File: src/rtl/mcdf_fifo_pkg.sv
// Shared definitions for the MCDF FIFO path: width helper and error-code enum
// (the enum is also decoded by the register block).
package mcdf_fifo_pkg;

  typedef enum logic [1:0] {
    ERR_NONE = 2'd0,
    ERR_OVF  = 2'd1,
    ERR_UDF  = 2'd2
  } fifo_err_e;

  // Constant-evaluable ceil(log2(v)); 0 for v <= 1.
  function automatic int unsigned fifo_clog2(input int unsigned v);
    int unsigned r;
    r = 0;
    for (int i = 0; i < 32; i++) begin
      if ((32'd1 << i) < v) r = i + 1;
    end
    return r;
  endfunction

endpackage

File: src/rtl/fifo_flag_ctrl_if.sv
// Handshake/status bundle between a FIFO channel's control block and its users.
interface fifo_flag_ctrl_if
  import mcdf_fifo_pkg::*;
#(
  parameter  int DEPTH  = 8,
  localparam int ADDR_W = fifo_clog2(DEPTH),
  localparam int CNT_W  = fifo_clog2(DEPTH + 1)
);

  logic              wr_en;
  logic              rd_en;
  logic [CNT_W-1:0]  af_thresh;
  logic [CNT_W-1:0]  ae_thresh;
  logic              err_clr;

  logic [ADDR_W-1:0] wr_addr;
  logic [ADDR_W-1:0] rd_addr;
  logic              wr_ack;
  logic              rd_ack;
  logic [CNT_W-1:0]  count;
  logic [CNT_W-1:0]  slack;
  logic              full;
  logic              empty;
  logic              almost_full;
  logic              almost_empty;
  logic              uplink_ready;
  logic              downlink_ready;
  logic              overflow;
  logic              underflow;
  logic [CNT_W-1:0]  high_water;

  // Controller side
  modport slave (
    input  wr_en, rd_en, af_thresh, ae_thresh, err_clr,
    output wr_addr, rd_addr, wr_ack, rd_ack, count, slack,
           full, empty, almost_full, almost_empty,
           uplink_ready, downlink_ready, overflow, underflow, high_water
  );

  // Requester side (uplink/downlink/register block)
  modport master (
    output wr_en, rd_en, af_thresh, ae_thresh, err_clr,
    input  wr_addr, rd_addr, wr_ack, rd_ack, count, slack,
           full, empty, almost_full, almost_empty,
           uplink_ready, downlink_ready, overflow, underflow, high_water
  );

endinterface

File: src/rtl/fifo_ptr_wrap.sv
// Modulo-DEPTH incrementing pointer with enable; wraps explicitly so DEPTH
// need not be a power of two.
module fifo_ptr_wrap #(
  parameter int DEPTH  = 8,
  parameter int ADDR_W = 3
) (
  input  logic              clk,
  input  logic              rst_n,
  input  logic              en,
  output logic [ADDR_W-1:0] ptr
);

  localparam logic [ADDR_W-1:0] LAST = ADDR_W'(DEPTH - 1);

  logic [ADDR_W-1:0] ptr_q;
  logic [ADDR_W-1:0] ptr_d;

  always_comb begin
    ptr_d = ptr_q;
    if (en) begin
      ptr_d = (ptr_q == LAST) ? '0 : ptr_q + ADDR_W'(1);
    end
  end

  always_ff @(posedge clk or negedge rst_n) begin
    if (!rst_n) ptr_q <= '0;
    else        ptr_q <= ptr_d;
  end

  assign ptr = ptr_q;

endmodule

File: src/rtl/fifo_flag_ctrl.sv
// FIFO control for one MCDF channel: occupancy, RAM addresses, status flags,
// sticky overflow/underflow and high-water tracking.
module fifo_flag_ctrl
  import mcdf_fifo_pkg::*;
#(
  parameter  int DEPTH  = 8,
  localparam int ADDR_W = fifo_clog2(DEPTH),
  localparam int CNT_W  = fifo_clog2(DEPTH + 1)
) (
  input  logic            clk,
  input  logic            rst_n,
  fifo_flag_ctrl_if.slave bus
);

  localparam logic [CNT_W-1:0] DEPTH_C = CNT_W'(DEPTH);

  logic [CNT_W-1:0]  count_q, count_d;
  logic [CNT_W-1:0]  high_water_q, high_water_d;
  logic              overflow_q, overflow_d;
  logic              underflow_q, underflow_d;

  logic              full, empty;
  logic              wr_ack, rd_ack;
  fifo_err_e         err_evt;
  logic [ADDR_W-1:0] wr_ptr, rd_ptr;

  always_comb begin
    full   = (count_q == DEPTH_C);
    empty  = (count_q == '0);
    wr_ack = bus.wr_en && !full;
    rd_ack = bus.rd_en && !empty;

    // full and empty are exclusive (DEPTH >= 2), so at most one error per cycle
    err_evt = ERR_NONE;
    if (bus.wr_en && full)       err_evt = ERR_OVF;
    else if (bus.rd_en && empty) err_evt = ERR_UDF;

    count_d = count_q;
    case ({wr_ack, rd_ack})
      2'b10:   count_d = count_q + CNT_W'(1);
      2'b01:   count_d = count_q - CNT_W'(1);
      default: count_d = count_q;
    endcase

    // A new error in the same cycle as err_clr keeps the flag set
    overflow_d  = (err_evt == ERR_OVF) || (overflow_q  && !bus.err_clr);
    underflow_d = (err_evt == ERR_UDF) || (underflow_q && !bus.err_clr);

    if (bus.err_clr)                  high_water_d = count_d;
    else if (count_d > high_water_q)  high_water_d = count_d;
    else                              high_water_d = high_water_q;
  end

  always_ff @(posedge clk or negedge rst_n) begin
    if (!rst_n) begin
      count_q      <= '0;
      high_water_q <= '0;
      overflow_q   <= 1'b0;
      underflow_q  <= 1'b0;
    end else begin
      count_q      <= count_d;
      high_water_q <= high_water_d;
      overflow_q   <= overflow_d;
      underflow_q  <= underflow_d;
    end
  end

  fifo_ptr_wrap #(.DEPTH(DEPTH), .ADDR_W(ADDR_W)) u_wr_ptr (
    .clk   (clk),
    .rst_n (rst_n),
    .en    (wr_ack),
    .ptr   (wr_ptr)
  );

  fifo_ptr_wrap #(.DEPTH(DEPTH), .ADDR_W(ADDR_W)) u_rd_ptr (
    .clk   (clk),
    .rst_n (rst_n),
    .en    (rd_ack),
    .ptr   (rd_ptr)
  );

  assign bus.wr_addr        = wr_ptr;
  assign bus.rd_addr        = rd_ptr;
  assign bus.wr_ack         = wr_ack;
  assign bus.rd_ack         = rd_ack;
  assign bus.count          = count_q;
  assign bus.slack          = DEPTH_C - count_q;
  assign bus.full           = full;
  assign bus.empty          = empty;
  assign bus.almost_full    = (count_q >= bus.af_thresh);
  assign bus.almost_empty   = (count_q <= bus.ae_thresh);
  assign bus.uplink_ready   = rst_n && !full;
  assign bus.downlink_ready = rst_n && !empty;
  assign bus.overflow       = overflow_q;
  assign bus.underflow      = underflow_q;
  assign bus.high_water     = high_water_q;

endmodule

File: src/flat_wrapper.sv
// flat-port wrapper written by rule: the top's interface ports become plain ports
module fifo_flag_ctrl_flat import mcdf_fifo_pkg::*;
#(
  parameter  int DEPTH  = 8,
  localparam int ADDR_W = fifo_clog2(DEPTH),
  localparam int CNT_W  = fifo_clog2(DEPTH + 1)
)
  (clk, rst_n, bus_wr_en, bus_rd_en, bus_af_thresh, bus_ae_thresh, bus_err_clr, bus_wr_addr, bus_rd_addr, bus_wr_ack, bus_rd_ack, bus_count, bus_slack, bus_full, bus_empty, bus_almost_full, bus_almost_empty, bus_uplink_ready, bus_downlink_ready, bus_overflow, bus_underflow, bus_high_water);
  fifo_flag_ctrl_if #(.DEPTH(DEPTH)) bus_i ();
  input  logic clk;
  input  logic rst_n;
  input wire logic [$bits(bus_i.wr_en)-1:0] bus_wr_en;
  input wire logic [$bits(bus_i.rd_en)-1:0] bus_rd_en;
  input wire logic [$bits(bus_i.af_thresh)-1:0] bus_af_thresh;
  input wire logic [$bits(bus_i.ae_thresh)-1:0] bus_ae_thresh;
  input wire logic [$bits(bus_i.err_clr)-1:0] bus_err_clr;
  output wire logic [$bits(bus_i.wr_addr)-1:0] bus_wr_addr;
  output wire logic [$bits(bus_i.rd_addr)-1:0] bus_rd_addr;
  output wire logic [$bits(bus_i.wr_ack)-1:0] bus_wr_ack;
  output wire logic [$bits(bus_i.rd_ack)-1:0] bus_rd_ack;
  output wire logic [$bits(bus_i.count)-1:0] bus_count;
  output wire logic [$bits(bus_i.slack)-1:0] bus_slack;
  output wire logic [$bits(bus_i.full)-1:0] bus_full;
  output wire logic [$bits(bus_i.empty)-1:0] bus_empty;
  output wire logic [$bits(bus_i.almost_full)-1:0] bus_almost_full;
  output wire logic [$bits(bus_i.almost_empty)-1:0] bus_almost_empty;
  output wire logic [$bits(bus_i.uplink_ready)-1:0] bus_uplink_ready;
  output wire logic [$bits(bus_i.downlink_ready)-1:0] bus_downlink_ready;
  output wire logic [$bits(bus_i.overflow)-1:0] bus_overflow;
  output wire logic [$bits(bus_i.underflow)-1:0] bus_underflow;
  output wire logic [$bits(bus_i.high_water)-1:0] bus_high_water;
  assign bus_i.wr_en = bus_wr_en;
  assign bus_i.rd_en = bus_rd_en;
  assign bus_i.af_thresh = bus_af_thresh;
  assign bus_i.ae_thresh = bus_ae_thresh;
  assign bus_i.err_clr = bus_err_clr;
  assign bus_wr_addr = bus_i.wr_addr;
  assign bus_rd_addr = bus_i.rd_addr;
  assign bus_wr_ack = bus_i.wr_ack;
  assign bus_rd_ack = bus_i.rd_ack;
  assign bus_count = bus_i.count;
  assign bus_slack = bus_i.slack;
  assign bus_full = bus_i.full;
  assign bus_empty = bus_i.empty;
  assign bus_almost_full = bus_i.almost_full;
  assign bus_almost_empty = bus_i.almost_empty;
  assign bus_uplink_ready = bus_i.uplink_ready;
  assign bus_downlink_ready = bus_i.downlink_ready;
  assign bus_overflow = bus_i.overflow;
  assign bus_underflow = bus_i.underflow;
  assign bus_high_water = bus_i.high_water;
  fifo_flag_ctrl #(.DEPTH(DEPTH)) u_core (.clk(clk), .rst_n(rst_n), .bus(bus_i));
endmodule
File: config.mk
export PLATFORM = sky130hd
export DESIGN_NAME = fifo_flag_ctrl_flat
export DESIGN_NICKNAME = d
export VERILOG_FILES = /design/src/rtl/mcdf_fifo_pkg.sv /design/src/rtl/fifo_flag_ctrl_if.sv /design/src/rtl/fifo_ptr_wrap.sv /design/src/rtl/fifo_flag_ctrl.sv /design/src/flat_wrapper.sv
export SDC_FILE = /design/constraint.sdc
export NUM_CORES = 1
export LEC_CHECK = 0
export ABC_CLOCK_PERIOD_IN_PS = 3400
export CORE_AREA = 2 2 81 44
export DETAILED_ROUTE_END_ITERATION = 12
export DIE_AREA = 0 0 83 46
export GPL_TIMING_DRIVEN = 0
export PLACE_DENSITY = 0.74
export SLEW_MARGIN = 10
export SYNTH_ARGS = -nofsm -noshare
export SYNTH_HDL_FRONTEND = slang
export SYNTH_SLANG_ARGS = --single-unit
export TNS_END_PERCENT = 20
File: constraint.sdc
create_clock -name clk -period 3.4 [get_ports clk]
set_clock_uncertainty 0.1 [all_clocks]
set_input_delay 1.02 -clock clk [delete_from_list [all_inputs] [get_ports clk]]
set_output_delay 1.02 -clock clk [all_outputs]
set_load 0.01 [all_outputs]
==> Word level (Yosys, flattened, before mapping) <==
Index checks and enable logic that the tools add are counted.
{ "word_totals": {"elab_cells": 43, "register_bits": 16, "in_bits": 13, "out_inout_bits": 28} }
{ "classes": {"addsub": 5, "n_lt_le_gt_ge": 3, "n_eq_ne": 7, "n_reduce_logical": 15, "muxes": 7} }
{ "ops": {"columns": ["op", "count"], "rows": [
  ["$logic_and A1 B1 Y1", 8],
  ["$mux W4", 2],
  ["$pmux W4 S2", 1],
  ["$add A3 B1 Y3 const B", 2],
  ["$eq A3 B3 Y1 const B", 2],
  ["$mux W3", 2],
  ["$add A4 B1 Y4 const B", 1],
  ["$eq A2 B1 Y1 const B", 2],
  ["$eq A2 B2 Y1 const B", 2],
  ["$eq A4 B4 Y1 const B", 1],
  ["$ge A4 B4 Y1", 1],
  ["$gt A4 B4 Y1", 1],
  ["$le A4 B4 Y1", 1],
  ["$logic_not A4 Y1", 1],
  ["$mux W2", 2],
  ["$sub A4 B1 Y4 const B", 1],
  ["$sub A4 B4 Y4 const A", 1],
  ["$logic_not A1 Y1", 3],
  ["$logic_or A1 B1 Y1", 2],
  ["$reduce_bool A2 Y1", 1]
]} }

==> Logic depth before layout (Yosys ltp) <==
Gate-level depths: netlist of the first run.
{ "logic_depth": {"ltp_word": 8, "depth_mapped": 16, "ltp_nobuf": 16} }

==> By module <==
Synthesis of the first run repeated with hierarchy kept, for this count alone.
{ "unflattened": {"hier_cells": 123, "area_unflattened_um2": 1237.4} }
{ "by_module_without_submodules": {"columns": ["mod", "area_each_um2", "seq_area_each_um2", "cells_each", "n_inst"], "rows": [
  ["fifo_flag_ctrl", 952.2, 250.2, 101, 1],
  ["fifo_ptr_wrap", 142.6, 75.1, 11, 2]
]} }

==> Worst setup path after synthesis of the first run <==
No wires, ideal clock.
{ "synth_path": {"kind": "reg-to-reg", "start": "register u_core.count_q[1] (netlist: u_core.bus.count[1])", "end": "register u_core.high_water_q[1] (netlist: u_core.bus.high_water[1])", "period_less_slack_ns": 3.674, "required_time_ns": 3.175, "path_buffers": 0, "t_arrival_ns": 3.449, "setup_ns": 0.125, "path_stages_with_launch": 16, "path_slack_ns": -0.274, "cell_sequence": "dfrtp_1 inv_1 ha_1 nand2b_4 o21ai_0 inv_1 ha_1 a211o_1 a32o_1 nand2_1 xnor2_1 ha_1 o21a_1 o31ai_1 a21oi_1 mux2_2"} }
{ "synth_via": {"elab_chain_cells": 7, "word_cells_on_any_way": 15, "classes_between": "add/sub (2); order compare (1); eq/ne (3); mux (3); reduce/logical (6)"} }
{ "synth_rtl": {"columns": ["item", "line", "rtl"], "rows": [
  ["start, declared", "fifo_flag_ctrl.sv:17", "logic [CNT_W-1:0] count_q, count_d;"],
  ["start signal, assigned", "fifo_flag_ctrl.sv:61", "count_q <= count_d;"],
  ["$eq A4 B4 Y1 / $logic_not A4 Y1 (equally long branches)", "fifo_flag_ctrl.sv:28, fifo_flag_ctrl.sv:29", null],
  ["$logic_not A1 Y1 (on tied branches)", "fifo_flag_ctrl.sv:30, fifo_flag_ctrl.sv:31", null],
  ["$logic_and A1 B1 Y1 (on tied branches)", "fifo_flag_ctrl.sv:30, fifo_flag_ctrl.sv:31", null],
  ["$eq A2 B1 Y1 / $eq A2 B2 Y1 (equally long branches)", "fifo_flag_ctrl.sv:39", "case ({wr_ack, rd_ack})"],
  ["$pmux W4 S2 (*)", "fifo_flag_ctrl.sv:39", null],
  ["via u_core.count_d[3]", "fifo_flag_ctrl.sv:17", null],
  ["$gt A4 B4 Y1 (*)", "fifo_flag_ctrl.sv:50", "else if (count_d > high_water_q) high_water_d = count_d;"],
  ["$reduce_bool A2 Y1 (no line) (*)", null, null],
  ["end signal, assigned", "fifo_flag_ctrl.sv:62", "high_water_q <= high_water_d;"],
  ["end, declared", "fifo_flag_ctrl.sv:18", "logic [CNT_W-1:0] high_water_q, high_water_d;"]
]} }
Mark *: on every way through the listed nets, which the timed path passes. The rest lies on a longest branch. The select of a mux whose other input is x is not followed.
A chain may end at the register's enable or synchronous reset.

==> Final worst setup path of the first run <==
{ "layout_path": {"start": "input port bus_wr_en", "end": "register u_core.high_water_q[1] (netlist: u_core.bus.high_water[1])"} }
{ "layout_via": {"elab_chain_cells": 5, "word_cells_on_any_way": 8, "classes_between": "order compare (1); eq/ne (2); mux (3); reduce/logical (2)"} }
{ "layout_rtl": {"columns": ["item", "line", "rtl"], "rows": [
  ["start, declared", "flat_wrapper.sv:12", "input wire logic [$bits(bus_i.wr_en)-1:0] bus_wr_en;"],
  ["$logic_and A1 B1 Y1 (*)", "fifo_flag_ctrl.sv:30", "wr_ack = bus.wr_en && !full;"],
  ["$eq A2 B1 Y1 / $eq A2 B2 Y1 (equally long branches)", "fifo_flag_ctrl.sv:39", null],
  ["$pmux W4 S2 (*)", "fifo_flag_ctrl.sv:39", null],
  ["via u_core.count_d[2]", "fifo_flag_ctrl.sv:17", null],
  ["$gt A4 B4 Y1 (*)", "fifo_flag_ctrl.sv:50", null],
  ["$reduce_bool A2 Y1 (no line) (*)", null, null]
]} }
Marked as above.

==> results of run 1 <==
[area by class of cell]
type	count	area [µm²]	share of cell area (%)
Buffer	2	18.77	0.9393
Sequential cell	16	404.1	20.23
Multi-Input combinational cell	86	885.9	44.33
Tap cell	42	52.55	2.630
Clock buffer	4	55.05	2.755
Timing Repair Buffer	54	499.2	24.98
Inverter	20	82.58	4.133
[final timing paths]
path,slack (ns),cells past startpoint,to
setup / recovery,-0.06,13,u_core.bus.high_water[1]
hold / removal,0.42,2,u_core.u_rd_ptr.ptr[1]
setup reg to reg,-0.04,15,u_core.bus.high_water[1]
hold reg to reg,0.42,2,u_core.u_rd_ptr.ptr[1]
max in group asynchronous,2.31,1,u_core.bus.count[2]
min in group asynchronous,0.58,1,u_core.bus.underflow
[cells in the final DEF (no fill, tap or decap), types with 2 or more instances in the layout]
master / n
dfrtp_2: 3
nand2b_4: 2
a21oi_4: 2
a211o_1: 2
inv_2: 3
inv_4: 3
ha_4: 4
o21ai_1: 2
mux2_2: 3
xnor2_1: 5
dfrtp_1: 13
nand2b_1: 2
ha_2: 3
mux2_4: 2
buf_4: 14
clkbuf_8: 4
nand2_1: 10
nor2_1: 2
dlymetal6s2s_1: 2
a21o_1: 3
dlygate4sd2_1: 2
nor2b_1: 5
ha_1: 12
buf_2: 3
clkdlybuf4s50_1: 31
a22o_1: 2
buf_6: 4
nand2_2: 2
nor3_1: 3
inv_1: 14
[power groups by stage]
stage | Combinational (mW) | Clock (mW) | Sequential, mW
3_5_place_dp | 1.26 | 0 | 0.406
5_1_grt | 1.79 | 0.183 | 0.421
4_1_cts | 1.29 | 0.174 | 0.409
3_3_place_gp | 1.21 | 0 | 0.401
2_1_floorplan | 0.732 | 0 | 0.428
6_report | 1.64 | 0.171 | 0.410
[critical path, cell delays in order]
cell,delay [ns]
buf_6,0.12
a211oi_4,0.26
xnor2_1,0.16
ha_2,0.22
a21oi_4,0.05
o311a_1,0.13
nor3_2,0.27
xor2_2,0.29
ha_4,0.26
o21a_1,0.21
o31ai_4,0.08
a21oi_4,0.11
mux2_4,0.31
[synth_stat cells, types with 3 or more instances]
master	number	share of area, %
nand2b_1	3	1.5
xnor2_1	5	3.6
nor3_1	3	1.2
nor2b_1	5	2.6
dfrtp_1	16	33
ha_1	19	19
inv_1	20	6.1
a21oi_1	4	1.6
nand2_1	12	3.7
o21ai_0	4	1.6
mux2_2	5	4.6
a21o_1	3	1.8
[stage by stage]
step | cells | area [µm²] | TNS [ns]
after floorplan | 124 | 1235 | 0
after global placement | 206 | 1688 | -5.417
after detailed placement | 206 | 1688 | -5.930
after CTS | 212 | 1777 | -0.5922
after global routing | 224 | 1998 | -0.8262
final | 224 | 1998 | -0.1687
[timing repair]
item                       4_1_cts  5_1_grt
gates resized for setup         27       43
setup endpoints to repair       10        8
buffers inserted                 2       12
pin swaps                        8       18
[cell families after synthesis]
| group | count (synthesis) |
|---|---|
| simple gates | 32 |
| compound gates | 24 |
| buf+inv | 22 |
| fa+ha+maj | 19 |
| flops | 16 |
| xor+xnor | 6 |
| mux | 5 |
[per-layer routing]
layer	vias to the layer above	track usage (%)	part of all wire (%)
li1	543	-	-
met1	519	19.43	46
met2	26	28.71	49
met3	4	4.529	4.0
met4	0	3.607	0.97
met5	-	0	0
[flip-flops by register name, indices dropped and copies added (netlist names)]
signal and cells:
u_core.u_rd_ptr.ptr 3, u_core.bus.count 4, u_core.bus.overflow 1, u_core.u_wr_ptr.ptr 3
u_core.bus.underflow 1, u_core.bus.high_water 4
==> summary.md, run 1 <==
| Metric | Value |
|---|---|
| Result of the run | `finished, violations left` |
| Violations in the final reports | `setup timing` |
| Effective utilization at floorplan | `38.13%` |
| Area growth from synthesis to layout | `63.29%` |
| Required arrival time at the worst endpoint | `3.44 ns` |
| Number of flops mapped to enable cells by yosys | `0` |
| Sequential-to-total area share from yosys stat | `32.72%` |
| Buffer levels on the longest clock path | `2` |
| Buffer type at the clock tree root | `clkbuf_8` |
| Share of synthesized cell area in and, or, nand and nor gates | `15.54%` |
| Element type at the critical path start | `input port` |
| Clock tree from TritonCTS | `yes` |
| Remaining routing DRC violations | `0` |
| Clock period minus worst slack | `3.462 ns` |
| Number of antenna violations at the first check in global routing | `0` |
| Post-synthesis compound-gate area fraction | `15.75%` |
| Critical R2R Launch | `u_core.bus.count[1]` |
| Post-DP HPWL | `2306 µm` |
| Antenna Diode Count | `0` |
| Net total in the final layout | `215` |
| Share of layout cells above drive strength 1 | `34.07%` |
| Peak supply drop | `0.5237 mV` |
| PortBufs | `40` |
| Share of power burned in the clock network | `7.7%` |
| Worst hold slack across all endpoints | `0.4200 ns` |
| Synth Net Count | `156` |
| Fill cell count | `255` |
| Pin count of the biggest net entering global routing | `19` |
| Total standard cell area after synthesis | `1224 µm²` |
| Total routing usage reported by global routing | `15.86%` |
| Ys async rst share | `100.0%` |
| Cell Int Power | `1.305 mW` |
| Sw Ratio | `41.24%` |
| Number of failing hold endpoints at the final stage | `0` |
| Category of the worst setup path capture point | `register` |
| Fmax achieved | `288.8 MHz` |
| End-of-flow core utilization | `62.26%` |
| Predominant post-synthesis flop cell | `dfrtp_1` |
| Worst Hold Class | `reg -> reg` |
| Total Power | `2.221 mW` |
| Combinational share of power | `73.8%` |
| Placement row count | `15` |
| Die boundary height | `46 µm` |
| Routed WL | `3187 µm` |
| Number of instances in the synthesized netlist | `124` |
| Via count of the first global-routing pass | `1,044` |
| Placeable core region | `3209 µm²` |
| H-tree level count | `1` |
| Power density over the cells | `1112 nW/µm²` |
| DRT Pass-1 Iters | `4` |
| Max Cap Violations | `0` |
| Average vias per placed instance | `4.875` |
| Number of clock buffers inserted by TritonCTS | `3` |
| Critical path class | `in -> reg` |
| Number of slew-limit violations in the final report | `0` |
| Xor-xnor portion of the synthesized cell area | `4.294%` |
| Die Outline Area | `3818 µm²` |
| Leakage component of the power | `0.9485 nW` |
| Latest clock arrival within the worst-skew pair | `0.25 ns` |
| Transition at the pin with the smallest max-transition slack | `0.4552 ns` |
| Top-Level Pins | `41` |
| WP data arrival | `3.50 ns` |
| Source of the worst hold timing path | `u_core.u_rd_ptr.ptr[1]` |
| Clock sink total | `16` |
| Setup repair after global routing missed its margin | `true` |
| Share of the clock period used by the worst path | `101.8%` |
| Average wire length per cell after detail routing | `14.23 µm` |
| Mux contribution to synthesized area | `4.601%` |
| Clock transition at the registers of the reported paths | `0.07 ns` |
| Starting DRT DRC Count | `57` |
| Headroom to the max-slew limit | `69.65%` |
| Number of distinct library cells after synthesis | `34` |
| Final-report setup violation count | `3` |
| Die X-Extent | `83 µm` |
| Seq cells post-synth | `16` |
| Setup slack after layout | `-0.06228 ns` |
| Largest fanout on the critical path | `6` |
| P_sw | `0.9160 mW` |
| Syn. warnings | `0` |
| Routability Congestion | `0.7361` |
| Post-synthesis area per instance | `9.868 µm²` |
| Global-route wire length before repair | `4754 µm` |
| Residual antenna-violating net count after detailed routing | `0` |
| Total gr overflow | `0` |
| Dominant combinational cell family by area after synthesis | `adder cells` |
| Seq pwr share | `18.5%` |
| Number of hold-repair buffers added at the cts stage | `0` |
| Via count | `1,092` |
| Critical path launch point | `bus_wr_en` |
| Place WS | `-0.9214 ns` |
| Adder and majority cell fraction of the synthesized area | `19.43%` |
Power figures use the tool's default switching activity.
==> run 2: changes to the inputs <==
Settings changed: CELL_PAD_IN_SITES_DETAIL_PLACEMENT set to 1, CELL_PAD_IN_SITES_GLOBAL_PLACEMENT set to 2, CORE_AREA 2 2 81 44 to 2 2 104 56, DIE_AREA 0 0 83 46 to 0 0 106 58, PLACE_DENSITY 0.74 to unset, PLACE_DENSITY_LB_ADDON set to 0.1, RECOVER_POWER set to 100.
==> run 2 against run 1 <==
Effect of this change: the run now ends clean; sequential share of layout area down 1.3 points; die area increased by 61%; non-clock buffer count is 5 higher; worst setup slack improved by 0.11 ns; total power rose by 2.0%; fmax grew 3.2%; wire length increased by 16%; register-to-register slack improved by 0.15 ns; critical path type is now in -> out; largest power group unchanged; highest routed layer unchanged.
==> summary.md, run 2 (same netlist as run 1, synthesis figures left out) <==
| Metric | Value |
|---|---|
| WP data arrival | `2.23 ns (was 3.50 ns)` |
| Effective utilization at floorplan | `23.29% (was 38.13%)` |
| Top-Level Pins | `41 (unchanged)` |
| H-tree level count | `1 (unchanged)` |
| Category of the worst setup path capture point | `output port (was register)` |
| Pin count of the biggest net entering global routing | `19 (unchanged)` |
| End-of-flow core utilization | `40.56% (was 62.26%)` |
| Via count of the first global-routing pass | `1,108 (was 1,044)` |
| Share of the clock period used by the worst path | `98.64% (was 101.8%)` |
| Share of power burned in the clock network | `7.6% (was 7.7%)` |
| Seq pwr share | `17.6% (was 18.5%)` |
| Die Outline Area | `6148 µm² (was 3818 µm²)` |
| Residual antenna-violating net count after detailed routing | `0 (unchanged)` |
| Worst hold slack across all endpoints | `0.4146 ns (was 0.4200 ns)` |
| Most frequent cells in the layout | `clkdlybuf4s50_1 (31), buf_4 (20), inv_1 (13), dfrtp_1 (13), ha_1 (11) (was clkdlybuf4s50_1 (31), inv_1 (14), buf_4 (14))` |
| End point of the worst hold path | `u_core.u_rd_ptr.ptr[1] (unchanged)` |
| Fmax achieved | `298.2 MHz (was 288.8 MHz)` |
| Average vias per placed instance | `4.308 (was 4.875)` |
| Leakage component of the power | `0.9880 nW (was 0.9485 nW)` |
| Clock transition at the registers of the reported paths | `0.07 ns (about the same)` |
| Routed WL | `3689 µm (was 3187 µm)` |
| Transition at the pin with the smallest max-transition slack | `0.4968 ns (was 0.4552 ns)` |
| Via count | `1,120 (was 1,092)` |
| Latest clock arrival within the worst-skew pair | `0.25 ns (about the same)` |
| Clock tree from TritonCTS | `yes (unchanged)` |
| Count of cells along the worst register-to-register path | `15 (unchanged)` |
| Source of the worst hold timing path | `u_core.u_rd_ptr.ptr[1] (unchanged)` |
| Reg-to-reg slack, setup | `0.11 ns (was -0.04 ns)` |
| Share of layout cells above drive strength 1 | `37.97% (was 34.07%)` |
| Number of failing hold endpoints at the final stage | `0 (unchanged)` |
| Global-route wire length before repair | `5658 µm (was 4754 µm)` |
| Total Power | `2.266 mW (was 2.221 mW)` |
| Setup TNS Final | `0 ns (was -0.1687 ns)` |
| Number of hold-repair buffers added at the cts stage | `0 (unchanged)` |
| Final-report setup violation count | `0 (was 3)` |
| Max Cap Violations | `0 (unchanged)` |
| Total gr overflow | `0 (unchanged)` |
| Element type at the critical path start | `input port (unchanged)` |
| Number of clock buffers inserted by TritonCTS | `3 (unchanged)` |
| Clock sink total | `16 (unchanged)` |
| Place WS | `-1.096 ns (was -0.9214 ns)` |
| Number of stages on the worst hold path | `2 (unchanged)` |
| Result of the run | `complete, no violations (was finished, violations left)` |
| Remaining routing DRC violations | `0 (unchanged)` |
| PortBufs | `40 (unchanged)` |
| Post-DP HPWL | `2696 µm (was 2306 µm)` |
| Net total in the final layout | `220 (was 215)` |
| Die boundary height | `58 µm (was 46 µm)` |
| Peak supply drop | `0.4454 mV (was 0.5237 mV)` |
| Critical path class | `in -> out (was in -> reg)` |
| Number of antenna violations at the first check in global routing | `0 (unchanged)` |
| Starting DRT DRC Count | `13 (was 57)` |
| P_sw | `0.9388 mW (was 0.9160 mW)` |
| Placement row count | `19 (was 15)` |
| Number of slew-limit violations in the final report | `0 (unchanged)` |
| Average wire length per cell after detail routing | `14.19 µm (was 14.23 µm)` |
| Die X-Extent | `106 µm (was 83 µm)` |
| Power density over the cells | `1064 nW/µm² (was 1112 nW/µm²)` |
| Clock period minus worst slack | `3.354 ns (was 3.462 ns)` |
| Buffer levels on the longest clock path | `2 (unchanged)` |
| Final Instance Count excl. Fillers | `260 (was 224)` |
| Combinational share of power | `74.8% (was 73.8%)` |
| Antenna Diode Count | `0 (unchanged)` |
| Buffer type at the clock tree root | `clkbuf_8 (unchanged)` |
| Largest fanout on the critical path | `2 (was 6)` |
| Area of placed instances | `1727 µm² (was 1688 µm²)` |
| Setup repair after global routing missed its margin | `true (unchanged)` |
| Area growth from synthesis to layout | `74.13% (was 63.29%)` |
| Final non-filler cell area | `2131 µm² (was 1998 µm²)` |
| Routability Congestion | `0.7379 (was 0.7361)` |
| Setup slack after layout | `0.04629 ns (was -0.06228 ns)` |
| DRT Pass-1 Iters | `2 (was 4)` |
| Reg2reg end | `u_core.bus.high_water[2] (was u_core.bus.high_water[1])` |
| Worst Hold Class | `reg -> reg (unchanged)` |
| Critical R2R Launch | `u_core.bus.count[1] (unchanged)` |
| Sw Ratio | `41.42% (was 41.24%)` |
| Cell Int Power | `1.328 mW (was 1.305 mW)` |
| Leading cell type in the layout, fill and taps excluded | `clkdlybuf4s50_1 (unchanged)` |
| Placeable core region | `5254 µm² (was 3209 µm²)` |
| Required arrival time at the worst endpoint | `2.28 ns (was 3.44 ns)` |
| Number of cells after detailed placement | `237 (was 206)` |
| Total routing usage reported by global routing | `12.04% (was 15.86%)` |
| Fill cell count | `571 (was 255)` |
| Headroom to the max-slew limit | `66.88% (was 69.65%)` |
==> run 2: cell types whose count changed in the layout (fill, tap and decap cells not counted), sizes merged <==
cell          change
dlymetal6s2s      +1
dlygate4sd2       -1
buf               +5
==> run 2: area by class of cell <==
type	count	area [µm²]	share of cell area [%]
multi-input combinational	86	919.6	43.16
timing repair buffer	59	554.3	26.01
sequential	16	404.1	18.97
tap	73	91.34	4.287
inverter	20	87.58	4.110
clock buffer	4	55.05	2.584
buffer	2	18.77	0.8808
==> run 2: worst max path at each step <==
stage	cells past startpoint	to	slack [ns]	start
floorplan	13	u_core.bus.high_water[1]	0.004	bus_rd_en
global placement	14	u_core.bus.high_water[1]	-0.99	bus_rd_en
detailed placement	14	u_core.bus.high_water[2]	-1.10	bus_rd_en
CTS	14	u_core.bus.high_water[2]	-0.10	bus_rd_en
global route	15	u_core.bus.high_water[2]	-0.08	u_core.bus.count[1]
finish	9	bus_almost_empty	0.05	bus_ae_thresh[1]
==> run 2: critical path, cell delays in order <==
cell and delay [ns]:
dlygate4sd2_1 0.24, inv_2 0.06, ha_4 0.19, nor2b_1 0.13
o21ai_1 0.14, nand2b_1 0.09, a21oi_2 0.14, a41o_1 0.11
buf_2 0.13
==> run 2: metal layers <==
layer	track usage [%]	up-vias	part of all wire, %
li1	-	551	-
met1	17.70	550	51
met2	17.05	17	44
met3	4.274	2	4.4
met4	2.256	0	0.41
met5	0	-	0
==> run 2: what timing repair did <==
item,CTS,global route
setup buffers,8,11
endpoints found under the hold margin,0,0
resized for setup,53,26
endpoints found under the setup margin,10,8
pin swaps,14,19
==> run 2: power groups by stage <==
| stage | clock network [mW] | logic, mW | registers (mW) |
|---|---|---|---|
| 2_1_floorplan | 0 | 0.732 | 0.428 |
| 3_3_place_gp | 0 | 1.25 | 0.409 |
| 3_5_place_dp | 0 | 1.29 | 0.416 |
| 4_1_cts | 0.180 | 1.53 | 0.398 |
| 5_1_grt | 0.192 | 1.86 | 0.416 |
| 6_report | 0.173 | 1.70 | 0.398 |
==> run 3: changes to the inputs <==
Settings changed: ABC_CLOCK_PERIOD_IN_PS 3400 to 3000.
Clock period 3.4 ns to 3 ns, I/O delays scaled along.
==> run 3 against run 2 <==
Effect of this change: first-iteration DRC count is 100% higher; non-clock buffer count shrank 2; critical path depth is 6 higher; combinational power is 15% higher; die area stayed put; design area decreased by 2.9%; worst setup slack got worse by 0.33 ns; clock power up 14%; sequential power increased by 13%; critical endpoint is now u_core.bus.high_water[1]; the run now ends with setup timing left; largest cell class unchanged.
==> summary.md, run 3 (same netlist as run 1, synthesis figures left out) <==
| Metric | Value |
|---|---|
| Result of the run | `finished, violations left (was complete, no violations)` |
| Violations in the final reports | `setup timing` |
| Final non-filler cell area | `2068 µm² (was 2131 µm²)` |
| Worst Hold Class | `reg -> reg (unchanged)` |
| Area of placed instances | `1742 µm² (was 1727 µm²)` |
| Die boundary height | `58 µm (unchanged)` |
| Share of the clock period used by the worst path | `109.4%` |
| Share of layout cells above drive strength 1 | `36.22% (was 37.97%)` |
| Buffer levels on the longest clock path | `2 (unchanged)` |
| Average wire length per cell after detail routing | `14.22 µm (was 14.19 µm)` |
| Critical path class | `reg -> reg (was in -> out)` |
| Reg2reg end | `u_core.bus.high_water[1] (was u_core.bus.high_water[2])` |
| Number of slew-limit violations in the final report | `0 (unchanged)` |
| Critical path launch point | `u_core.bus.count[0] (was bus_ae_thresh[1])` |
| Placeable core region | `5254 µm² (unchanged)` |
| PortBufs | `40 (unchanged)` |
| Residual antenna-violating net count after detailed routing | `0 (unchanged)` |
| P_sw | `1.085 mW (was 0.9388 mW)` |
| Total gr overflow | `0 (unchanged)` |
| Leakage component of the power | `0.9671 nW (was 0.9880 nW)` |
| Die X-Extent | `106 µm (unchanged)` |
| Fmax achieved | `304.7 MHz` |
| Final Instance Count excl. Fillers | `258 (was 260)` |
| Placement row count | `19 (unchanged)` |
| Via count of the first global-routing pass | `1,177 (was 1,108)` |
| Sw Ratio | `41.83% (was 41.42%)` |
| Max Cap Violations | `0 (unchanged)` |
| Largest fanout on the critical path | `5 (was 2)` |
| Share of power burned in the clock network | `7.6% (about the same)` |
| Area growth from synthesis to layout | `69.02% (was 74.13%)` |
| DRT Pass-1 Iters | `3 (was 2)` |
| Pin count of the biggest net entering global routing | `19 (unchanged)` |
| Number of cells after detailed placement | `237 (unchanged)` |
| Combinational share of power | `75.1% (was 74.8%)` |
| Post-DP HPWL | `2722 µm (was 2696 µm)` |
| Effective utilization at floorplan | `23.29% (unchanged)` |
| Buffer type at the clock tree root | `clkbuf_8 (unchanged)` |
| Remaining routing DRC violations | `0 (unchanged)` |
| Number of hold-repair buffers added at the cts stage | `0 (unchanged)` |
| Clock period minus worst slack | `3.282 ns` |
| Top-Level Pins | `41 (unchanged)` |
| Antenna Diode Count | `0 (unchanged)` |
| Transition at the pin with the smallest max-transition slack | `0.5310 ns (was 0.4968 ns)` |
| Setup repair after global routing missed its margin | `true (unchanged)` |
| Number of failing hold endpoints at the final stage | `0 (unchanged)` |
| Clock sink total | `16 (unchanged)` |
| Total routing usage reported by global routing | `13.03% (was 12.04%)` |
| Latest clock arrival within the worst-skew pair | `0.25 ns (about the same)` |
| Most frequent cells in the layout | `clkdlybuf4s50_1 (31), buf_4 (17), inv_1 (16) (was clkdlybuf4s50_1 (31), buf_4 (20), inv_1 (13), dfrtp_1 (13), ha_1 (11))` |
| Clock tree from TritonCTS | `yes (unchanged)` |
| Number of clock buffers inserted by TritonCTS | `3 (unchanged)` |
| Worst hold slack across all endpoints | `0.4159 ns (was 0.4146 ns)` |
| Seq pwr share | `17.3% (was 17.6%)` |
| Required arrival time at the worst endpoint | `3.04 ns (was 2.28 ns)` |
| Global-route wire length before repair | `6065 µm (was 5658 µm)` |
| Headroom to the max-slew limit | `64.60% (was 66.88%)` |
| Cell Int Power | `1.508 mW (was 1.328 mW)` |
| Clock transition at the registers of the reported paths | `0.07 ns (about the same)` |
| Element type at the critical path start | `register (was input port)` |
| Number of antenna violations at the first check in global routing | `0 (unchanged)` |
| Routed WL | `3669 µm (was 3689 µm)` |
| Count of cells along the worst register-to-register path | `15 (unchanged)` |
| Timing endpoint of the critical path | `u_core.bus.high_water[1] (was bus_almost_empty)` |
| Via count | `1,091 (was 1,120)` |
| Net total in the final layout | `218 (was 220)` |
| Category of the worst setup path capture point | `register (was output port)` |
| Fill cell count | `596 (was 571)` |
| Peak supply drop | `0.5275 mV (was 0.4454 mV)` |
| Reg-to-reg slack, setup | `-0.28 ns (was 0.11 ns)` |
| Average vias per placed instance | `4.229 (was 4.308)` |
| H-tree level count | `1 (unchanged)` |
| Leading cell type in the layout, fill and taps excluded | `clkdlybuf4s50_1 (unchanged)` |
| WP data arrival | `3.32 ns (was 2.23 ns)` |
| Starting DRT DRC Count | `26 (was 13)` |
| Power density over the cells | `1254 nW/µm² (was 1064 nW/µm²)` |
| Setup TNS Final | `-1.266 ns (was 0 ns)` |
| Routability Congestion | `0.6861 (was 0.7379)` |
| Total Power | `2.593 mW (was 2.266 mW)` |
| Final-report setup violation count | `6 (was 0)` |
| Die Outline Area | `6148 µm² (unchanged)` |
| Critical R2R Launch | `u_core.bus.count[0] (was u_core.bus.count[1])` |
| Setup slack after layout | `-0.2817 ns (was 0.04629 ns)` |
run 3: cell types whose count changed in the layout (fill, tap and decap cells not counted), moves of 2 or more:
cell and change:
ha_4 -3, inv_2 -3, nand2_2 +2, buf_6 +3, buf_12 -2, ha_1 +2, nand2_1 -2, buf_4 -3
inv_1 +3
run 3: how the worst min path moves through the flow:
stage                                      start                endpoint  cells after the start
final                       u_core.bus.underflow    u_core.bus.underflow                      1
after detailed placement    u_core.bus.underflow    u_core.bus.underflow                      1
after global routing                       rst_n    u_core.bus.underflow                      1
after CTS                   u_core.bus.underflow    u_core.bus.underflow                      1
after floorplan           u_core.u_rd_ptr.ptr[1]  u_core.u_rd_ptr.ptr[1]                      2
after global placement    u_core.u_rd_ptr.ptr[1]  u_core.u_rd_ptr.ptr[1]                      2
run 3: worst max-delay path, cell delays in order, from the launching register on:
cell and delay, ns:
dfrtp_2 0.43, inv_4 0.07, ha_4 0.17, nand2b_4 0.09, o21ai_4 0.16, inv_1 0.10, ha_2 0.22, a211o_1 0.24
a32o_1 0.27, nand2_2 0.11, xnor2_1 0.09, ha_1 0.34, o21a_1 0.17, o31ai_4 0.10, a21oi_4 0.21, mux2_4 0.32
run 3: area by class of cell:
type                    count  area, µm²  area share (%)
inverters                  20      82.58           3.993
plain buffers               2      18.77          0.9074
clock buffers               4      55.05           2.662
flip-flops and latches     16      404.1           19.54
well taps                  73      91.34           4.416
multi-input cells          86      892.1           43.13
repair buffers             57      524.3           25.35
run 3: what timing repair did:
item / in CTS / in global routing
gates resized for setup: 51 / 15
setup endpoints to repair: 11 / 12
setup buffers: 13 / 4
pin swaps: 18 / 12
run 3: stage by stage:
| stage | setup WS [ns] | util [%] |
|---|---|---|
| after detailed placement | -1.341 | 33.15 |
| after global routing | -0.4408 | 39.37 |
| after global placement | -1.250 | 33.15 |
| after CTS | -0.3549 | 37.53 |
| after floorplan | -0.2624 | - |
| final | -0.2817 | 39.37 |
run 3: per-layer routing:
| layer | GRT usage (%) | part of all wire [%] |
|---|---|---|
| met1 | 18.88 | 54 |
| met2 | 19.72 | 42 |
| met3 | 3.937 | 3.9 |
| met4 | 1.692 | 0.22 |
| met5 | 0 | 0 |
run 3: power by group through the flow:
stage	Clock [mW]	Sequential, mW	Combinational (mW)
6_report	0.198	0.449	1.95
5_1_grt	0.218	0.468	2.15
4_1_cts	0.201	0.450	1.78
3_5_place_dp	0	0.476	1.48
3_3_place_gp	0	0.469	1.44
2_1_floorplan	0	0.490	0.854
